<file path="src/rtl/mem_pkg.sv">
// mem_bridge shared types.
// FSM encoding and byte-offset constant.
package mem_pkg;

  typedef enum logic [2:0] {
    m_idle,
    m_write,
    m_read,
    m_done,
    m_error
  } memState;

  localparam int BYTE_OFF = 2;

endpackage

</file>
<file path="src/rtl/mem_bridge_if.sv">
// Requester-side bus of mem_bridge.
// master = control unit, slave = bridge.
interface mem_bridge_if
  import mem_pkg::*;
#(
  parameter int DATA_W = 32
);

  logic              req;
  logic              we;
  logic [DATA_W-1:0] addr;
  logic [DATA_W-1:0] wdata;
  logic [DATA_W-1:0] rdata;
  logic              ack;
  logic              err;
  logic              busy;

  modport master (
    output req, we, addr, wdata,
    input  rdata, ack, err, busy
  );

  modport slave (
    input  req, we, addr, wdata,
    output rdata, ack, err, busy
  );

endinterface

</file>
<file path="src/rtl/mem_bridge.sv">
// Multicycle databus-to-RAM access controller.
// One access at a time; bad addresses never reach the RAM.
module mem_bridge
  import mem_pkg::*;
#(
  parameter int ADDR_W = 10,
  parameter int DATA_W = 32,
  parameter int RD_LAT = 2
) (
  input  logic              clk,
  input  logic              rst,
  mem_bridge_if.slave       bus,
  output logic [ADDR_W-1:0] ram_addr,
  output logic [DATA_W-1:0] ram_din,
  output logic              ram_we,
  input  logic [DATA_W-1:0] ram_dout
);

  localparam logic [2:0] LAST = 3'(RD_LAT - 1);

  memState           state;
  memState           state_d;
  logic [ADDR_W-1:0] addr_q;
  logic [DATA_W-1:0] wdata_q;
  logic [DATA_W-1:0] rdata_q;
  logic              we_q;
  logic [2:0]        cnt;
  logic              accept;

  function automatic logic bad_addr(
    input logic [DATA_W-1:0] a
  );
    return (a[BYTE_OFF-1:0] != '0) ||
           (a[DATA_W-1:ADDR_W+BYTE_OFF] != '0);
  endfunction

  assign accept = (state == m_idle) && bus.req;

  always_ff @(posedge clk or negedge rst) begin
    if (!rst) state <= m_idle;
    else      state <= state_d;
  end

  always_comb begin
    state_d = state;
    unique case (state)
      m_idle: begin
        if (bus.req) begin
          if (bad_addr(bus.addr)) state_d = m_error;
          else if (bus.we)        state_d = m_write;
          else                    state_d = m_read;
        end
      end
      m_write: state_d = m_done;
      m_read: begin
        if (cnt == LAST) state_d = m_done;
      end
      m_done:  state_d = m_idle;
      m_error: state_d = m_idle;
      default: state_d = m_idle;
    endcase
  end

  // addr_q keeps only the word address; the rest is checked at accept
  always_ff @(posedge clk or negedge rst) begin
    if (!rst) begin
      addr_q  <= '0;
      wdata_q <= '0;
      we_q    <= 1'b0;
      rdata_q <= '0;
      cnt     <= '0;
    end else begin
      if (accept) begin
        addr_q  <= bus.addr[ADDR_W+BYTE_OFF-1:BYTE_OFF];
        wdata_q <= bus.wdata;
        we_q    <= bus.we;
        cnt     <= '0;
      end
      if (state == m_read) begin
        cnt <= cnt + 3'd1;
        if (cnt == LAST) rdata_q <= ram_dout;
      end
    end
  end

  assign ram_addr  = addr_q;
  assign ram_din   = wdata_q;
  assign ram_we    = (state == m_write) && we_q;
  assign bus.rdata = rdata_q;
  assign bus.ack   = (state == m_done) || (state == m_error);
  assign bus.err   = (state == m_error);
  assign bus.busy  = (state != m_idle);

endmodule

</file>
<file path="src/flat_wrapper.sv">
// flat-port wrapper written by rule: the top's interface ports become plain ports
module mem_bridge_flat import mem_pkg::*;
#(
  parameter int ADDR_W = 10,
  parameter int DATA_W = 32,
  parameter int RD_LAT = 2
)
  (clk, rst, ram_addr, ram_din, ram_we, ram_dout, bus_req, bus_we, bus_addr, bus_wdata, bus_rdata, bus_ack, bus_err, bus_busy);
  mem_bridge_if #(.DATA_W(DATA_W)) bus_i ();
  input  logic clk;
  input  logic rst;
  output logic [ADDR_W-1:0] ram_addr;
  output logic [DATA_W-1:0] ram_din;
  output logic ram_we;
  input  logic [DATA_W-1:0] ram_dout;
  input wire logic [$bits(bus_i.req)-1:0] bus_req;
  input wire logic [$bits(bus_i.we)-1:0] bus_we;
  input wire logic [$bits(bus_i.addr)-1:0] bus_addr;
  input wire logic [$bits(bus_i.wdata)-1:0] bus_wdata;
  output wire logic [$bits(bus_i.rdata)-1:0] bus_rdata;
  output wire logic [$bits(bus_i.ack)-1:0] bus_ack;
  output wire logic [$bits(bus_i.err)-1:0] bus_err;
  output wire logic [$bits(bus_i.busy)-1:0] bus_busy;
  assign bus_i.req = bus_req;
  assign bus_i.we = bus_we;
  assign bus_i.addr = bus_addr;
  assign bus_i.wdata = bus_wdata;
  assign bus_rdata = bus_i.rdata;
  assign bus_ack = bus_i.ack;
  assign bus_err = bus_i.err;
  assign bus_busy = bus_i.busy;
  mem_bridge #(.ADDR_W(ADDR_W), .DATA_W(DATA_W), .RD_LAT(RD_LAT)) u_core (.clk(clk), .rst(rst), .bus(bus_i), .ram_addr(ram_addr), .ram_din(ram_din), .ram_we(ram_we), .ram_dout(ram_dout));
endmodule
</file>
<file path="config.mk">
export PLATFORM = sky130hd
export DESIGN_NAME = mem_bridge_flat
export DESIGN_NICKNAME = d
export VERILOG_FILES = /design/src/rtl/mem_pkg.sv /design/src/rtl/mem_bridge_if.sv /design/src/rtl/mem_bridge.sv /design/src/flat_wrapper.sv
export SDC_FILE = /design/constraint.sdc
export NUM_CORES = 1
export LEC_CHECK = 0
export CAP_MARGIN = 20
export CORE_MARGIN = 8
export CORE_UTILIZATION = 38
export CTS_CLUSTER_DIAMETER = 120
export CTS_CLUSTER_SIZE = 30
export DETAILED_ROUTE_END_ITERATION = 10
export PLACE_DENSITY_LB_ADDON = 0.25
export SLEW_MARGIN = 20
export SYNTH_ARGS = -nofsm -noshare
export SYNTH_HDL_FRONTEND = slang
export SYNTH_SLANG_ARGS = --single-unit
</file>
<file path="constraint.sdc">
create_clock -name clk -period 1.6 [get_ports clk]
set_input_delay 0.4 -clock clk [delete_from_list [all_inputs] [get_ports clk]]
set_output_delay 0.4 -clock clk [all_outputs]
set_load 0.005 [all_outputs]
</file>
== Word level (Yosys, flattened, before mapping) ==
Index checks and enable logic that the tools add are counted.

* $add $sub $neg: 1
* Equal/unequal tests: 7
* Muxes and demuxes: 7
* Reductions and logical operators: 11

{| class="wikitable"
|+ Operators by type and width
! cell !! count
|-
| nonzero test 20 bit || 1
|-
| 2-to-1 mux 3 bit || 5
|-
| case mux 3 bit (3 select lines) || 1
|-
| == test 3 x 1 -> 1 bit, second input constant || 2
|-
| == test 3 x 2 -> 1 bit, second input constant || 2
|-
| AND reduction 2 bit || 2
|-
| nonzero test 2 bit || 2
|-
| adder 3 x 1 -> 3 bit, second input constant || 1
|-
| == test 3 bit, second input constant || 1
|-
| zero test 3 bit || 1
|-
| nonzero test 3 bit || 1
|-
| logical AND 1 bit || 2
|-
| logical OR 1 bit || 2
|-
| 2-to-1 mux 2 bit || 1
|-
| inequality test 2 x 1 -> 1 bit, second input constant || 1
|-
| inequality test 2 bit, second input constant || 1
|}

* Register bits after elaboration: 81
* Input port bits: 100
* Output and inout bits: 78
* Word-level logic and storage cells: 32

== Longest topological paths before layout ==
* Depth after elaboration: 5
* Gate-level depth with buffers: 6
* Depth with buffers taken out: 4

== Worst setup path after synthesis ==
OpenSTA, ideal clock, no wires.

* Path type: in2reg
* Start: input port bus_addr[20]
* End: register u_core.state[0]
* Setup time: 0.087 ns
* Arrival: 1.395 ns
* Required time: 1.513 ns
* Path slack: 0.118 ns
* Stages: 4
* Path buffers: 0
* Cell sequence: or4_4 -> nor3_4 -> nand4_1 -> a211oi_2

* Word-level cells in the longest chain between the ends: 5

{| class="wikitable"
|+ Ends and longest elaborated chain
! what !! RTL line !! text
|-
| start: declaration || flat_wrapper.sv:18 || <nowiki>input wire logic [$bits(bus_i.addr)-1:0] bus_addr;</nowiki>
|-
| nonzero test 20 bit || mem_bridge.sv:34 || <nowiki>(a[DATA_W-1:ADDR_W+BYTE_OFF] != '0);</nowiki>
|-
| logical OR 1 bit || mem_bridge.sv:33 || <nowiki>return (a[BYTE_OFF-1:0] != '0) ||</nowiki>
|-
| 2-to-1 mux 3 bit || mem_bridge.sv:49 || <nowiki>if (bad_addr(bus.addr)) state_d = m_error;</nowiki>
|-
| 2-to-1 mux 3 bit || mem_bridge.sv:48 || <nowiki>if (bus.req) begin</nowiki>
|-
| case mux 3 bit (3 select lines) || mem_bridge.sv:46 || <nowiki>unique case (state)</nowiki>
|-
| end signal: assignment || mem_bridge.sv:40 || <nowiki>if (!rst) state <= m_idle;</nowiki>
|-
| end signal: assignment || mem_bridge.sv:41 || <nowiki>else state <= state_d;</nowiki>
|-
| end: declaration || mem_bridge.sv:21 || <nowiki>memState state;</nowiki>
|}

Every way passes these cells. The select of a mux whose other input is x is not followed.
A chain may end at the register's enable or synchronous reset.

== Worst setup path in the final report ==
* Start: register u_core.state[1]
* End: output port bus_ack

* Word-level cells in the longest chain between the ends: 2
* Elaborated cells between the ends (all ways): 3
* Classes of those cells: eq/ne (2); reduce/logical (1)

{| class="wikitable"
|+ Ends and longest elaborated chain
! what !! RTL line !! text
|-
| == test 3 x 2 -> 1 bit / == test 3 bit (equally long branches) || mem_bridge.sv:90 || <nowiki>assign bus.ack = (state == m_done) || (state == m_error);</nowiki>
|-
| logical OR 1 bit (*) || mem_bridge.sv:90 ||
|-
| end: declaration || flat_wrapper.sv:21 || <nowiki>output wire logic [$bits(bus_i.ack)-1:0] bus_ack;</nowiki>
|}

Every way passes the cells marked *; elsewhere a longest branch is shown, timed or not.

==> results_dict.tcl <==
set metrics [dict create \
    outcome "finished with violations" \
    violations "setup timing" \
    clkTransAtPathRegs_ps 80 \
    grt_max_degree 42 \
    cts_tree "done" \
    max_freq_mhz 581 \
    drt-pass1-iter-count 4 \
    die_w_um 108 \
    grtUsageMet2_pct 25.2 \
    gp_congestion 0.743 \
    seq_area_frac_synth_pct 63.4 \
    crit_fanout 3 \
    drive_gt1_share_pct 17.1 \
    critPathKind "reg -> out" \
    rsz0062_at_grt "yes" \
    critPathBufInv 2 \
    syn_area_um2 3200 \
    coreArea_um2 8180 \
    powerDensity_nw_per_um2 1650 \
    row_count 33 \
    crit_family "flip-flops" \
    drt-initial-drc-count 103 \
    yosysUniqueCellTypes 24 \
    start_util_pct 39.1 \
    start_kind "flop" \
    grtUsageMet3_pct 7.60 \
    vias 2793 \
    ios 178 \
    syn_area_per_cell_um2 10.9 \
    r2r_cells 6 \
    slew_headroom_pct 81.9 \
    die-area_um2 11600 \
    arrival_ps 1320 \
    place_area_um2 5200 \
    port_buffers 177 \
    cp_cell_sequence "buf_6 > nor2_4 > and2_4 > nand2b_1 > buf_2" \
    grt_pass1_vias 2967 \
    grtUsageMet1_pct 18.8 \
    die_height_um 108 \
    antenna_found_initial 0 \
    ir_drop_v 0.000798 \
    worst_slack_ps -121 \
    cts_buffers 9 \
    cp.required_ps 1200 \
    synth_top_area_share_pct 63.4 \
    skew_ps 6.23 \
    period_minus_slack_ps 1720 \
    yosys_warnings 0 \
    synth_nets 396 \
    clockBufferDepth 2 \
    period_share_pct 108 \
    finalMaxSlewViolations 0 \
    r2r_start "u_core.state[1]" \
    drv_cap 0 \
    fin_nets 593 \
    clk_latency_ps 330 \
    place_ws_ps -376 \
    cts-root-buf "clkbuf_8" \
    synthTopCellsByArea "dfrtp_1 63%, nand2_1 16%, mux2_2 11%" \
    cp-startpoint "u_core.state[1]" \
    worstSetupPathDepth 5 \
    hpwlAfterDp_um 7240 \
    hp-class "in -> async" \
    ant_nets 0 \
    cpPeakStageDelay_ps 430 \
    overflow 0 \
    viasPerCell 4.65 \
    area_growth_pct 70.7 \
    htree_levels 3 \
    tightest_slew_ps 268 \
    postLayoutCellArea_um2 5460 \
    busiest_layer "met2" \
    crit_slowest_cell "dfrtp_1" \
    synth_cells 294 \
    antennaDiodeCount 0 \
    final_common_cell "nand2_1" \
    final_cell_mix "133 x nand2_1, 96 x clkdlybuf4s50_1, 79 x dfrtp_1" \
    leakage_nw 2.72 \
    cp-end-kind "output pin" \
    setup_viol 4 \
    hold_viol 0 \
    drc_errors 0 \
    routed_wl_um 9660 \
    clock-sinks 81 \
    grt_first_pass_wirelength_um 14800 \
    synth_area_leader_cell "dfrtp_1" \
    wl_per_cell_um 16.1 \
    synth-seq-cells 81 \
    grt_use_total_pct 16.0 \
]
[sequential cells by signal, summed over array words and instances, names as in the netlist]
| signal | cells |
|---|---|
| u_core.bus.rdata | 32 |
| u_core.cnt | 3 |
| u_core.ram_addr | 10 |
| u_core.ram_din | 32 |
| u_core.state | 3 |
| u_core.we_q | 1 |
[worst paths after layout]
| path | end | slack (ps) |
|---|---|---|
| max in group asynchronous | u_core.ram_din[0] | 1360 |
| max reg2reg | u_core.bus.rdata[12] | 50 |
| min reg2reg | u_core.ram_din[11] | 470 |
| min | u_core.bus.rdata[22] | 30 |
| max | bus_ack | -120 |
| min in group clk | u_core.ram_din[11] | 470 |
[Yosys cell counts (all sizes together)]
cell and instances:
nor4bb 1, a211oi 1, nand2b 1, dfrtp 81
inv 3, nand3 2, o21ai 2, buf 8
nor4 4, or4 1, nand3b 1, mux2 33
clkbuf 4, o22ai 1, nor2 3, a21oi 4
nand2 134, nand4b 1, ha 2, and4 1
and2 2, nor3 2, nand4 2
[layout make-up]
cell class | instances | area, um^2
fill | 675 | 2720
multi-input combinational | 198 | 1140
tap | 105 | 131
clock buffer | 11 | 141
clock inverter | 5 | 53.8
sequential | 81 | 2030
inverter | 3 | 11.3
timing repair buffer | 198 | 1950
[timing repair]
action	4_1_cts	5_1_grt
pin swaps	8	3
setup endpoints to repair	75	83
hold buffers	0	0
gates resized for setup	100	14
cloned	0	2
buffers inserted	6	1
[through the flow]
step           setup TNS, ps  util [%]  cells  power [W]  hold WS (ps)
2_1_floorplan              0         -    294    0.00513           104
3_3_place_gp            -992      63.7    577    0.00782           397
3_5_place_dp           -1180      63.7    577    0.00799           400
4_1_cts                 -396      65.8    598    0.00903          27.9
5_1_grt                 -634      66.8    601    0.00968          37.3
6_report                -346      66.8    601    0.00898          30.8
[cells by family (layout without fill, tap and decap cells)]
kind of cell	count (synthesis)	in the layout	synth area share (%)
fa+ha+maj	2	2	0.782
mux	33	33	11.6
compound gates	8	8	1.53
flops	81	81	63.4
buf+inv	15	217	2.07
simple gates	155	155	20.6
[metal layers]
layer,routed length (um),share of wire (%),vias to the layer above
met2,4590,48,117
met1,3880,40,1325
met4,89,0.92,0
li1,-,-,1343
met5,0,0,-
met3,1100,11,8
[power by group]
part / leakage, nW / internal (W) / switching (W)
clock: 0.103 / 0.000763 / 0.000699
sequential: 0.983 / 0.00305 / 0.000513
combinational: 1.63 / 0.00229 / 0.00167
(Power assumes the default switching activity.)
==> variant (same settings) <==
Encoding of `memState`: now one-hot (5 bits for 5 states).
--- a/src/rtl/mem_pkg.sv
+++ b/src/rtl/mem_pkg.sv
@@ -2,12 +2,12 @@
 // FSM encoding and byte-offset constant.
 package mem_pkg;
 
-  typedef enum logic [2:0] {
-    m_idle,
-    m_write,
-    m_read,
-    m_done,
-    m_error
+  typedef enum logic [4:0] {
+    m_idle  = 5'b00001,
+    m_write = 5'b00010,
+    m_read  = 5'b00100,
+    m_done  = 5'b01000,
+    m_error = 5'b10000
   } memState;
 
   localparam int BYTE_OFF = 2;
Function: no difference found for any inputs over 10 cycles, from zero or initial values and one cycle with rst low; not proved beyond that.
==> variant against the unedited design <==
  * The flow still finishes with violations (negative setup slack)
  * Worst setup slack got worse by 0.010 ns
  * Cell area increased by 17%
  * Wire length increased by 12%
  * First-iteration DRC count decreased by 5.8%
  * Synthesized area increased by 6.4%
  * Sequential cell count increased by 2
  * Clock skew increased by 0.0067 ns
  * Register-to-register slack got worse by 0.16 ns
  * Critical endpoint unchanged
  * Largest cell class is now buffers
  * Highest routed layer unchanged
Power is not compared: it rests on default switching activity, and its combinational part moved more than twofold at a synthesized area within 25%.
==> variant: results (changes against the unedited design) <==
status: complete, but fails checks (unchanged)
failing checks: negative setup slack (unchanged)
synthesized net count: 400 (was 396)
Yosys warning count: 0 (unchanged)
routability cong.: 0.723 (was 0.743)
ys flop type: dfrtp_1 (unchanged)
clk slew on worst S/H paths: 0.09 ns
worst slew pin tran: 0.368 ns (was 0.268 ns)
GRT Util Overall: 0.162 (was 0.160)
Setup violations, final: 80 (was 4)
ant diodes: 0 (unchanged)
largest net degree at the start of global routing: 42 (unchanged)
most area-consuming cells after synthesis: dfrtp_1 (60%), nand2_1 (14%), mux2_4 (13%), buf_2 (1.3%), buf_6 (0.99%) (was dfrtp_1 (63%), nand2_1 (16%), mux2_2 (11%), buf_2 (1.3%), nor3_4 (1.0%))
WP data arrival: 1.33 ns
Post-synth top cells: nand2_1 (131), dfrtp_1 (82), mux2_4 (30) (was nand2_1 (134), dfrtp_1 (81), mux2_2 (31))
Final Skew: 0.0130 ns (was 0.00623 ns)
worst-path fanout max: 3 (unchanged)
peak supply drop: 0.602 mV
fin worst setup slack: -0.131 ns (was -0.121 ns)
DRT Pass-1 Iters: 4 (unchanged)
vias: 2976 (was 2793)
global-route wire length before repair: 16500 um (was 14800 um)
DP HPWL: 7420 um (was 7240 um)
sequential fraction of the synthesis area: 0.611 (was 0.634)
nets@finish: 628 (was 593)
clk root buf: clkbuf_8 (unchanged)
initial antenna violation count: 0 (unchanged)
Cell variety after synth: 31 (was 24)
Leakage: 0.00320 uW
clock latency on the worst-skew pair: 0.34 ns
HP Class: reg -> reg (was in -> async)
initial DRC count: 97 (was 103)
Synth async-reset ratio: 1.00 (unchanged)
H-tree depth: 3 (unchanged)
ratio of cells with drive above 1 in the final layout: 0.341 (was 0.171)
Port-buffer cells: 177 (unchanged)
vias in the first global route: 3173 (was 2967)
TritonCTS buffer count: 9 (unchanged)
wire length per cell: 16.9 um (was 16.1 um)
clock buffer depth: 2 (unchanged)
-- variant: cell types whose count changed after synthesis, sizes merged, moves of 2 or more --
cell / delta
buf: +4
clkbuf: -3
nand2: -3
nor2b: +3
a21oi: -2
and2: -2
and3: +2
inv: -2
nand3: +2
nor4: +2
-- variant: where the power goes --
group	switching (uW)	internal (uW)
Combinational	585	914
Sequential	219	2380
Clock	752	771
Total	1560	4060
-- variant: metal layers --
metal	track usage	routed length [um]	vias to the layer above
met5	0	0	-
met4	0.0432	143	0
met3	0.0655	801	14
met2	0.260	5150	117
met1	0.197	4710	1416
li1	-	-	1429
-- variant: worst paths after layout --
check	from	endpoint	slack (ns)	depth (start not counted)
worst max-delay path	u_core.state[4]	bus_ack	-0.13	4
worst min-delay path	u_core.ram_din[7]	u_core.ram_din[7]	0.48	2
worst max register to register	u_core.state[4]	u_core.bus.rdata[26]	-0.11	8
worst min register to register	u_core.ram_din[7]	u_core.ram_din[7]	0.48	2
max in group asynchronous	rst	u_core.bus.rdata[0]	0.52	3
min in group asynchronous	rst	u_core.bus.rdata[24]	0.54	2
-- variant: area by class of cell --
| class | count | area, um^2 |
|---|---|---|
| Clock buffer | 11 | 141 |
| Fill cell | 627 | 2360 |
| Tap cell | 108 | 135 |
| Timing Repair Buffer | 230 | 2380 |
| Inverter | 1 | 3.75 |
| Sequential cell | 83 | 2080 |
| Multi-Input combinational cell | 201 | 1560 |
| Clock inverter | 5 | 62.6 |
-- variant: logic make-up (layout without fill, tap and decap cells) --
kind of cell    Yosys count  after routing  share of synthesized area
flops                    83             83                      0.611
buf+inv                  14            247                     0.0254
fa+ha+maj                 2              2                    0.00735
simple gates            159            159                      0.201
compound gates            6              6                     0.0107
xor+xnor                  1              1                    0.00257
mux                      33             33                      0.142
-- variant: timing repair --
action / 4_1_cts / 5_1_grt
cloned: 2 / 7
resized for setup: 106 / 100
setup buffers: 18 / 4
hold buffers: 1 / 0
hold endpoints to repair: 22 / 0
pin swaps: 4 / 89
setup endpoints to repair: 127 / 83
-- variant: per-stage QoR --
stage          setup slack, ns  instance area [um^2]  TNS (ns)  std cells  total power, uW
3_3_place_gp            -0.249                  5470     -3.85        591             3890
4_1_cts                 -0.269                  5830     -1.47        628             5330
3_5_place_dp            -0.280                  5470     -5.49        591             3930
6_report                -0.131                  6360     -4.84        639             5620
5_1_grt                 -0.231                  6360    -10.10        639             5920
2_1_floorplan           0.0731                  3400         0        298             2920
-- variant: critical path: stages (launching register included) --
cell and delay (ns):
dfrtp_2 0.44, buf_6 0.13, xnor2_2 0.12, nor4_2 0.14, buf_2 0.16
